## src/rtl/inst_fetch_responder.sv

```systemverilog
// Instruction-fetch responder: one-line fetch buffer refilled by AXI4 INCR burst.
// Ports: clk/reset, inst_* fetch handshake, invalidate, AXI AR/R read channels.
module inst_fetch_responder #(
  parameter int         LINE_WORDS = 4,
  parameter logic [3:0] AR_ID      = 4'd0
) (
  input  logic        clk,
  input  logic        reset,
  input  logic        inst_req,
  input  logic [31:0] inst_addr,
  output logic        inst_addr_ok,
  output logic        inst_data_ok,
  output logic [31:0] inst_rdata,
  output logic        inst_bus_err,
  output logic        inst_req_busy,
  input  logic        invalidate,
  output logic        arvalid,
  input  logic        arready,
  output logic [31:0] araddr,
  output logic [3:0]  arid,
  output logic [7:0]  arlen,
  output logic [2:0]  arsize,
  output logic [1:0]  arburst,
  input  logic        rvalid,
  output logic        rready,
  input  logic [31:0] rdata,
  input  logic [1:0]  rresp,
  input  logic        rlast
);

  localparam int IW   = $clog2(LINE_WORDS);
  localparam int OFFS = IW + 2;
  localparam int TW   = 32 - OFFS;

  typedef enum logic [2:0] {
    S_IDLE,
    S_HIT_RSP,
    S_AR,
    S_R,
    S_RSP
  } state_t;

  state_t          r_state;
  logic            r_line_valid;
  logic [TW-1:0]   r_tag;
  logic [31:0]     r_words [LINE_WORDS];
  logic [TW-1:0]   r_req_tag;
  logic [IW-1:0]   r_req_idx;
  logic [IW-1:0]   r_cnt;
  logic            r_err;
  logic            r_kill;
  logic            r_data_ok;
  logic            r_bus_err;
  logic [31:0]     r_rdata;
  logic            r_arvalid;
  logic [31:0]     r_araddr;
  logic            r_rready;

  logic            w_accept;
  logic            w_hit;
  logic            w_beat_err;
  logic            w_err_n;
  logic            w_kill_n;
  logic            w_full;
  logic [TW-1:0]   w_in_tag;
  logic [IW-1:0]   w_in_idx;
  logic            w_unused;

  assign w_in_tag   = inst_addr[31:OFFS];
  assign w_in_idx   = inst_addr[OFFS-1:2];
  assign w_accept   = inst_req & (r_state == S_IDLE);
  assign w_hit      = r_line_valid & (r_tag == w_in_tag) & ~invalidate;
  assign w_beat_err = (rresp != 2'b00);
  assign w_err_n    = r_err | w_beat_err;
  assign w_kill_n   = r_kill | invalidate;
  assign w_full     = (r_cnt == IW'(LINE_WORDS - 1));
  assign w_unused   = ^inst_addr[1:0];

  assign inst_addr_ok  = w_accept;
  assign inst_req_busy = (r_state != S_IDLE);
  assign inst_data_ok  = r_data_ok;
  assign inst_rdata    = r_rdata;
  assign inst_bus_err  = r_bus_err;

  assign arvalid = r_arvalid;
  assign araddr  = r_araddr;
  assign arid    = AR_ID;
  assign arlen   = 8'(LINE_WORDS - 1);
  assign arsize  = 3'd2;
  assign arburst = 2'b01;
  assign rready  = r_rready;

  always_ff @(posedge clk) begin
    if (reset) begin
      r_state      <= S_IDLE;
      r_line_valid <= 1'b0;
      r_tag        <= '0;
      for (int i = 0; i < LINE_WORDS; i++) begin
        r_words[i] <= '0;
      end
      r_req_tag    <= '0;
      r_req_idx    <= '0;
      r_cnt        <= '0;
      r_err        <= 1'b0;
      r_kill       <= 1'b0;
      r_data_ok    <= 1'b0;
      r_bus_err    <= 1'b0;
      r_rdata      <= '0;
      r_arvalid    <= 1'b0;
      r_araddr     <= '0;
      r_rready     <= 1'b0;
    end else begin
      unique case (r_state)
        S_IDLE: begin
          if (invalidate) begin
            r_line_valid <= 1'b0;
          end
          if (w_accept) begin
            r_req_tag <= w_in_tag;
            r_req_idx <= w_in_idx;
            if (w_hit) begin
              r_state   <= S_HIT_RSP;
              r_data_ok <= 1'b1;
              r_bus_err <= 1'b0;
              r_rdata   <= r_words[w_in_idx];
            end else begin
              r_state      <= S_AR;
              r_line_valid <= 1'b0;
              r_arvalid    <= 1'b1;
              r_araddr     <= {w_in_tag, {OFFS{1'b0}}};
            end
          end
        end
        S_HIT_RSP: begin
          r_data_ok <= 1'b0;
          if (invalidate) begin
            r_line_valid <= 1'b0;
          end
          r_state <= S_IDLE;
        end
        S_AR: begin
          // A flush of the line while the refill is in flight must not
          // abandon the burst; it only blocks validation at the end.
          if (invalidate) begin
            r_kill <= 1'b1;
          end
          if (arready) begin
            r_arvalid <= 1'b0;
            r_rready  <= 1'b1;
            r_state   <= S_R;
          end
        end
        S_R: begin
          if (invalidate) begin
            r_kill <= 1'b1;
          end
          if (rvalid) begin
            r_words[r_cnt] <= rdata;
            r_cnt          <= r_cnt + IW'(1);
            if (r_cnt == r_req_idx) begin
              r_rdata <= rdata;
            end
            if (w_beat_err) begin
              r_err <= 1'b1;
            end
            if (rlast) begin
              r_state      <= S_RSP;
              r_rready     <= 1'b0;
              r_cnt        <= '0;
              r_tag        <= r_req_tag;
              // Only a clean, complete, unkilled burst may fill the line.
              r_line_valid <= ~w_err_n & ~w_kill_n & w_full;
              r_data_ok    <= 1'b1;
              r_bus_err    <= w_err_n;
              if (w_err_n) begin
                r_rdata <= '0;
              end
            end
          end
        end
        S_RSP: begin
          r_data_ok <= 1'b0;
          r_bus_err <= 1'b0;
          r_err     <= 1'b0;
          r_kill    <= 1'b0;
          if (invalidate) begin
            r_line_valid <= 1'b0;
          end
          r_state <= S_IDLE;
        end
        default: begin
          r_state <= S_IDLE;
        end
      endcase
    end
  end

endmodule
```

## config.mk

```make
export PLATFORM = sky130hd
export DESIGN_NAME = inst_fetch_responder
export DESIGN_NICKNAME = d
export VERILOG_FILES = /design/src/rtl/inst_fetch_responder.sv
export SDC_FILE = /design/constraint.sdc
export NUM_CORES = 1
export LEC_CHECK = 0
export CORE_MARGIN = 2
export CORE_UTILIZATION = 45
export DETAILED_ROUTE_END_ITERATION = 10
export MAX_ROUTING_LAYER = met4
export PLACE_DENSITY = 0.69
export SLEW_MARGIN = 20
export SYNTH_ARGS = -nofsm -noshare
export SYNTH_HDL_FRONTEND = slang
export SYNTH_SLANG_ARGS = --single-unit
export TNS_END_PERCENT = 50
```

## constraint.sdc

```tcl
create_clock -name clk -period 2.59 [get_ports clk]
set_input_delay 0.518 -clock clk [delete_from_list [all_inputs] [get_ports clk]]
set_output_delay 0.518 -clock clk [all_outputs]
set_load 0.01 [all_outputs]
```

==> summary.txt, run 1 <==
Synthesis
  • Yosys warns: 0
  • Syn_area_per_cell: around 11 um2
  • Adder-Cell Fraction of Synth Area: less than 1%
  • Cells after Synth: roughly 1100
  • Library cells used by synthesis: 50
  • Largest family of logic cells by synthesized area: simple AND/OR/NAND/NOR gates
  • Xor-xnor portion of the synthesized cell area: between 2 and 2.5%
  • Yosys reg bits: 258
  • Sequential-to-total area share from yosys stat: between 50% and 60%
  • Post-Syn Area: ~0.012 mm2
  • Post-synthesis mux area share: under 10%
  • Synth Area in Compound Gates: between 10% and 20%
  • Simple-gate portion of the synthesized area: 17.8%

Floorplan
  • I/O pin count: 160
  • CORE AREA: 0.0261 mm2
  • Die X: 167 um
  • Row count: just under 60
  • Die H: about 170 um
  • Area of the die: 0.0279 mm2
  • Initial Util: 45.8%

Timing
  • Peak Freq: 418 MHz
  • Final min period: between 2 and 2.5 ns
  • Final setup skew: 0.0136 ns
  • Max-slew violations: 0
  • Final Hold Slack: approximately 0.35 ns
  • Endpoints failing setup: 0
  • Final Cycle Share: slightly above 90%
  • RSZ-0062 raised after global routing: no
  • Final Hold Viols: 0

CTS
  • CTS root buffer: clkbuf_16
  • Clock Sink Count: around 260
  • Clock slew at reported path FFs: 0.06 ns
  • CTS HTree Levels: 1
  • CTS Buf Count: 28
  • Later-pin clock latency in the skew report: ~0.54 ns
  • Clock buffer depth: 3
  • Post-CTS Setup Repair Bufs: 0
  • TritonCTS clock tree: yes

Route
  • Initial DRC count: 755
  • Drt pass-1 iters: 5
  • WL met3: between 1.5 and 2 mm
  • Post-route DRC: 0
  • WL met2: approximately 14 mm
  • Metal1 wirelength: approximately 12 mm
  • Antenna-violating nets left: 0
  • Vias/cell: 5.43
  • Via Count: ~8500
  • Max layer used: met4
  • WL/cell: ~18 um
  • WL final: between 20 and 30 mm

Global route
  • Largest net degree at the start of global routing: between 100 and 150
  • Global-route wire length before repair: roughly 46 mm
  • GRT Total Usage: about a fifth
  • Vias in the first global route: approximately 8400
  • Total grt overflow: 0
  • Antenna violations before repair: 0

Place
  • HPWL after DPL: roughly 18 mm
  • Placer Congestion: 0.804
  • Input/output buffers: roughly 140

Worst setup path
  • Reg-to-reg slack, setup: about 0.38 ns
  • FF-to-FF Start: r_state[0]
  • Type of the worst setup path: flip-flop to output port
  • Arr. time, crit path: approximately 1.9 ns
  • Worst setup path startpoint: r_state[0]
  • CP startpoint kind: flip-flop
  • Crit-path max FO: 7
  • Crit. End Element: output port
  • CP required: between 2 and 2.5 ns

Pwr
  • Maximum VDD drop: around 0.44 mV
  • Leakage: 0.00533 uW
  • PwrDens: ~640 mW/mm2
  • Total power draw: 9450 uW

Layout
  • P&R area growth vs syn: 24.3%
  • Layout net count: around 1300
  • Share of cells above drive strength 1: between 15 and 20%
  • Fillers: approximately 2200
  • Number of diodes: 0

Hold path
  • Min-delay src: reset
  • HP Class: primary input to flip-flop

Job
  • Max_cap viols: 0

Outcome
  • Outcome: completed
[where the power goes]
| part | switching [uW] | internal (uW) |
|---|---|---|
| Clock | 1610 | 2450 |
| Combinational | 476 | 435 |
| Sequential | 63.8 | 4420 |
[state kept, by name (all words and copies together) (netlist names)]
register      count
araddr           28
r_words         128
r_req_idx         2
r_cnt             2
r_state           3
inst_bus_err      1
r_err             1
rready            1
inst_rdata       32
r_req_tag        28
arvalid           1
r_line_valid      1
r_tag            28
inst_data_ok      1
r_kill            1
[routing by layer]
metal  GRT usage (%)  up-vias
met5               -        -
met4            4.61        0
met2            35.0      260
li1                -     4048
met1            28.2     4149
met3            2.47       48
[synth_stat cells, drive strengths merged]
cell | count | area [um2]
nand2b | 28 | 175
or2 | 3 | 18.8
clkbuf | 62 | 233
buf | 45 | 302
inv | 37 | 139
nand2 | 123 | 464
ha | 1 | 12.5
mux2i | 33 | 330
a31oi | 3 | 18.8
a21boi | 1 | 7.51
a21oi | 70 | 350
a2111oi | 1 | 15.0
and2 | 129 | 807
nor3b | 2 | 15.0
a41o | 1 | 10.0
nor4 | 3 | 40.0
a311oi | 33 | 289
a22oi | 1 | 7.51
nand4 | 10 | 77.6
mux4 | 32 | 721
o21a | 2 | 15.0
nor4b | 2 | 30.0
xor2 | 3 | 26.3
xnor2 | 28 | 245
nand3 | 4 | 25.0
nor3 | 7 | 45.0
or3 | 1 | 6.26
a221oi | 32 | 455
o311ai | 1 | 8.76
dfxtp | 130 | 2600
conb | 2 | 7.51
edfxtp | 128 | 3840
o21ai | 32 | 160
nor2 | 46 | 175
a41oi | 1 | 8.76
nor2b | 1 | 6.26
nand4b | 28 | 245
[what timing repair did]
action                                  4_1_cts  5_1_grt
resized for setup                             1        0
hold buffers                                  0        0
endpoints found under the setup margin        1        0
[critical path, stage by stage, from the launching register on]
cell	delay, ns
dfxtp_1	0.48
nor3_1	0.10
buf_4	0.16
inv_1	0.07
clkdlybuf4s50_1	0.53
[final cells by class]
cell class	count	area [um2]	share of cell area, %
sequential	258	6450	43.4
inverter	37	139	0.936
clock inverter	14	143	0.961
multi-input combinational	683	4930	33.2
clock buffer	38	800	5.39
timing repair buffer	201	1960	13.2
tap	335	419	2.82
[final timing paths]
kind,end,depth (start not counted)
worst max-delay path,inst_req_busy,4
worst max register to register,r_words[2][24],6
worst min-delay path,inst_rdata[31],2
worst min register to register,r_tag[6],2
[through the flow]
step                      worst slack [ns]  cells  instance area (um2)  utilization [%]  setup TNS, ns
after floorplan                      0.139   1085                12000                -              0
after global placement              -0.236   1514                13900             53.3         -11.37
after detailed placement            -0.323   1514                13900             53.3         -12.91
after CTS                            0.174   1566                14800             57.0              0
after global routing                0.0527   1566                14800             57.0              0
final                                0.200   1566                14800             57.0              0
[cells by family after synthesis]
family,after synthesis
other,2
buffers and inverters,144
and+or+nand+nor,387
adders and majority gates,1
AOI/OAI and AO/OA,178
muxes,65
xor gates and xnor gates,31
DFF,258
[layout by cell type, fill, tap and decap left out, drive strengths merged, types with 2 or more instances in the layout]
master / netlist / final
or2: 3 / 3
nor4b: 2 / 2
o21a: 2 / 2
conb: 2 / 21
buf: 45 / 68
clkinv: 0 / 11
xor2: 3 / 3
clkbuf: 62 / 38
mux2i: 33 / 33
nand4b: 28 / 28
nand2: 123 / 123
dfxtp: 130 / 130
nor4: 3 / 3
nand3: 4 / 4
xnor2: 28 / 28
and2: 129 / 129
bufinv: 0 / 3
a31oi: 3 / 3
nor3b: 2 / 2
a311oi: 33 / 33
nor2: 46 / 46
nand4: 10 / 10
inv: 37 / 37
nand2b: 28 / 28
mux4: 32 / 32
nor3: 7 / 7
a221oi: 32 / 32
clkdlybuf4s50: 0 / 132
a21oi: 70 / 70
edfxtp: 128 / 128
o21ai: 32 / 32
Power figures use the tool's default switching activity.
==> inputs of run 2 (changes only) <==
--- a/config.mk
+++ b/config.mk
@@ -10,6 +10,7 @@
 export DETAILED_ROUTE_END_ITERATION = 10
 export MAX_ROUTING_LAYER = met4
 export PLACE_DENSITY = 0.69
+export REMOVE_ABC_BUFFERS = 1
 export SLEW_MARGIN = 20
 export SYNTH_ARGS = -nofsm -noshare
 export SYNTH_HDL_FRONTEND = slang
==> run 2 against run 1 <==
Via count decreased by 0.83%; total power up 3.0%; clock power up 7.2%; cell count shrank 0.19%; wire length fell by 0.74%; clock-buffer cell count is 5 higher; clock skew shrank 0.0036 ns; sequential share of layout area decreased by 0.30 points; critical path type unchanged; highest routed layer unchanged.
==> summary.txt, run 2 (synthesis results as in run 1) <==
CTS
  • CTS HTree Levels: 1
  • Clock Sink Count: between 200 and 300
  • Clock slew at reported path FFs: about 0.060 ns
  • TritonCTS clock tree: yes
  • CTS Buf Count: 28
  • Clock buffer depth: 3
  • Later-pin clock latency in the skew report: 0.54 ns
  • CTS root buffer: clkbuf_16

Global route
  • Antenna violations before repair: 0
  • GRT Total Usage: 20.9%
  • Largest net degree at the start of global routing: ~150
  • Global-route wire length before repair: between 40 and 50 mm
  • Vias in the first global route: roughly 8400
  • Total grt overflow: 0

Place
  • HPWL after DPL: between 15 and 20 mm
  • Placer Congestion: around 0.8
  • Setup WS pre-CTS: -0.221 ns
  • Dpl cells: 1511
  • Input/output buffers: around 140

Hold path
  • HP Class: primary input to flip-flop

Route
  • WL met3: 1.58 mm
  • WL final: ~29 mm
  • Drt pass-1 iters: 6
  • Initial DRC count: ~570
  • Post-route DRC: 0
  • Metal1 wirelength: 12.6 mm
  • WL/cell: between 15 and 20 um
  • Via Count: 8434
  • Antenna-violating nets left: 0
  • Max layer used: met4
  • WL met2: roughly 14 mm
  • Vias/cell: ~5.4

Floorplan
  • Initial Util: roughly 46%
  • Die X: between 150 and 200 um
  • I/O pin count: 160
  • Area of the die: 0.0279 mm2
  • CORE AREA: roughly 0.026 mm2
  • Row count: 59
  • Die H: between 150 and 200 um

Timing
  • Worst setup margin: 0.104 ns
  • Final setup skew: roughly 0.01 ns
  • Final Cycle Share: 96.0%
  • Actual slew at the worst max-slew pin: about 0.66 ns
  • Fin Setup TNS: 0 ns
  • Peak Freq: roughly 400 MHz
  • RSZ-0062 raised after global routing: no
  • Max-slew violations: 0
  • Final min period: approximately 2.5 ns
  • Max-slew headroom: between 50% and 60%
  • Endpoints failing setup: 0
  • Final Hold Viols: 0

Worst setup path
  • Worst setup path startpoint: r_state[0]
  • Reg2Reg Depth: 6
  • CP startpoint kind: flip-flop
  • Arr. time, crit path: about 2.0 ns
  • Critical Path End: inst_addr_ok
  • Crit-path max FO: 8
  • Worst R2R End: r_words[3][18]
  • CP required: slightly above 2 ns
  • Reg-to-reg slack, setup: around 0.36 ns
  • Type of the worst setup path: flip-flop to output port
  • Crit. End Element: output port
  • FF-to-FF Start: r_state[1]

Layout
  • Fin cells: ~1600
  • Number of flip-flops under the largest register name: ~130
  • Fillers: 2146
  • Number of diodes: 0
  • P&R area growth vs syn: 25.2%
  • Layout net count: between 1000 and 1500
  • Share of cells above drive strength 1: between 10% and 20%
  • Most flops, register: r_words
  • Commonest non-fill, non-tap cell in the layout: clkdlybuf4s50_1
  • Most frequent cells in the layout: clkdlybuf4s50_1, and2_1, dfxtp_1, edfxtp_1, nand2_1

Pwr
  • Clock power share: 44.5%
  • Leakage: ~0.0054 uW
  • PwrDens: ~650 mW/mm2
  • P_int: around 7600 uW
  • Flop pwr share: a little under half
  • Maximum VDD drop: around 0.65 mV
  • Comb pwr share: roughly a tenth
  • Net Switching: approximately 2200 uW
  • Switching Fraction: 22.3%

Outcome
  • Outcome: completed

Job
  • Max_cap viols: 0
[run 2: how the worst min path moves through the flow]
stage	cells past startpoint	startpoint	slack [ns]	to
floorplan	2	r_req_tag[0]	0.43	r_tag[0]
global placement	2	r_req_tag[16]	0.44	r_tag[16]
detailed placement	2	r_req_tag[7]	0.44	r_tag[7]
CTS	2	reset	0.36	r_kill
global route	2	reset	0.40	r_cnt[1]
finish	2	reset	0.39	r_cnt[0]
[run 2: per-stage QoR]
| stage | total power (uW) | hold WS [ns] | utilization, % | cell area [um2] |
|---|---|---|---|---|
| final | 9740 | 0.388 | 57.4 | 14900 |
| after global routing | 10000 | 0.401 | 57.4 | 14900 |
| after floorplan | 4980 | 0.426 | - | 11500 |
| after global placement | 5480 | 0.435 | 53.4 | 13900 |
| after CTS | 9800 | 0.359 | 57.4 | 14900 |
| after detailed placement | 5490 | 0.443 | 53.4 | 13900 |
[run 2: final cells by class]
type	instances	area, um2	area share (%)
Clock buffer	43	870	5.82
Clock inverter	9	148	0.988
Inverter	37	141	0.946
Multi-Input combinational cell	683	4940	33.0
Sequential cell	258	6450	43.1
Tap cell	335	419	2.80
Timing Repair Buffer	198	1980	13.3
[run 2: what timing repair did]
action / in CTS / in global routing
setup endpoints to repair: 1 / 1
hold buffers: 0 / 0
pin swaps: 0 / 0
gates resized for setup: 2 / 1
buffers inserted: 0 / 0
[run 2: power by group through the flow]
| stage | registers (uW) | logic, uW | clock network (uW) |
|---|---|---|---|
| after global routing | 4500 | 992 | 4530 |
| after global placement | 4570 | 907 | 0 |
| after CTS | 4490 | 922 | 4390 |
| final | 4490 | 913 | 4340 |
| after floorplan | 4580 | 397 | 0 |
| after detailed placement | 4580 | 917 | 0 |
[run 2: worst max-delay path, cell delays in order, from the launching register on]
cell and delay [ns]:
dfxtp_2 0.38, nor3_2 0.22, nand2_1 0.13, inv_4 0.14, clkdlybuf4s50_1 0.55
[run 2: per-layer routing]
metal	vias to the layer above	global-route usage, %
met2	249	35.0
met4	0	4.05
met1	4099	27.3
met3	36	2.97
met5	-	-
li1	4050	-
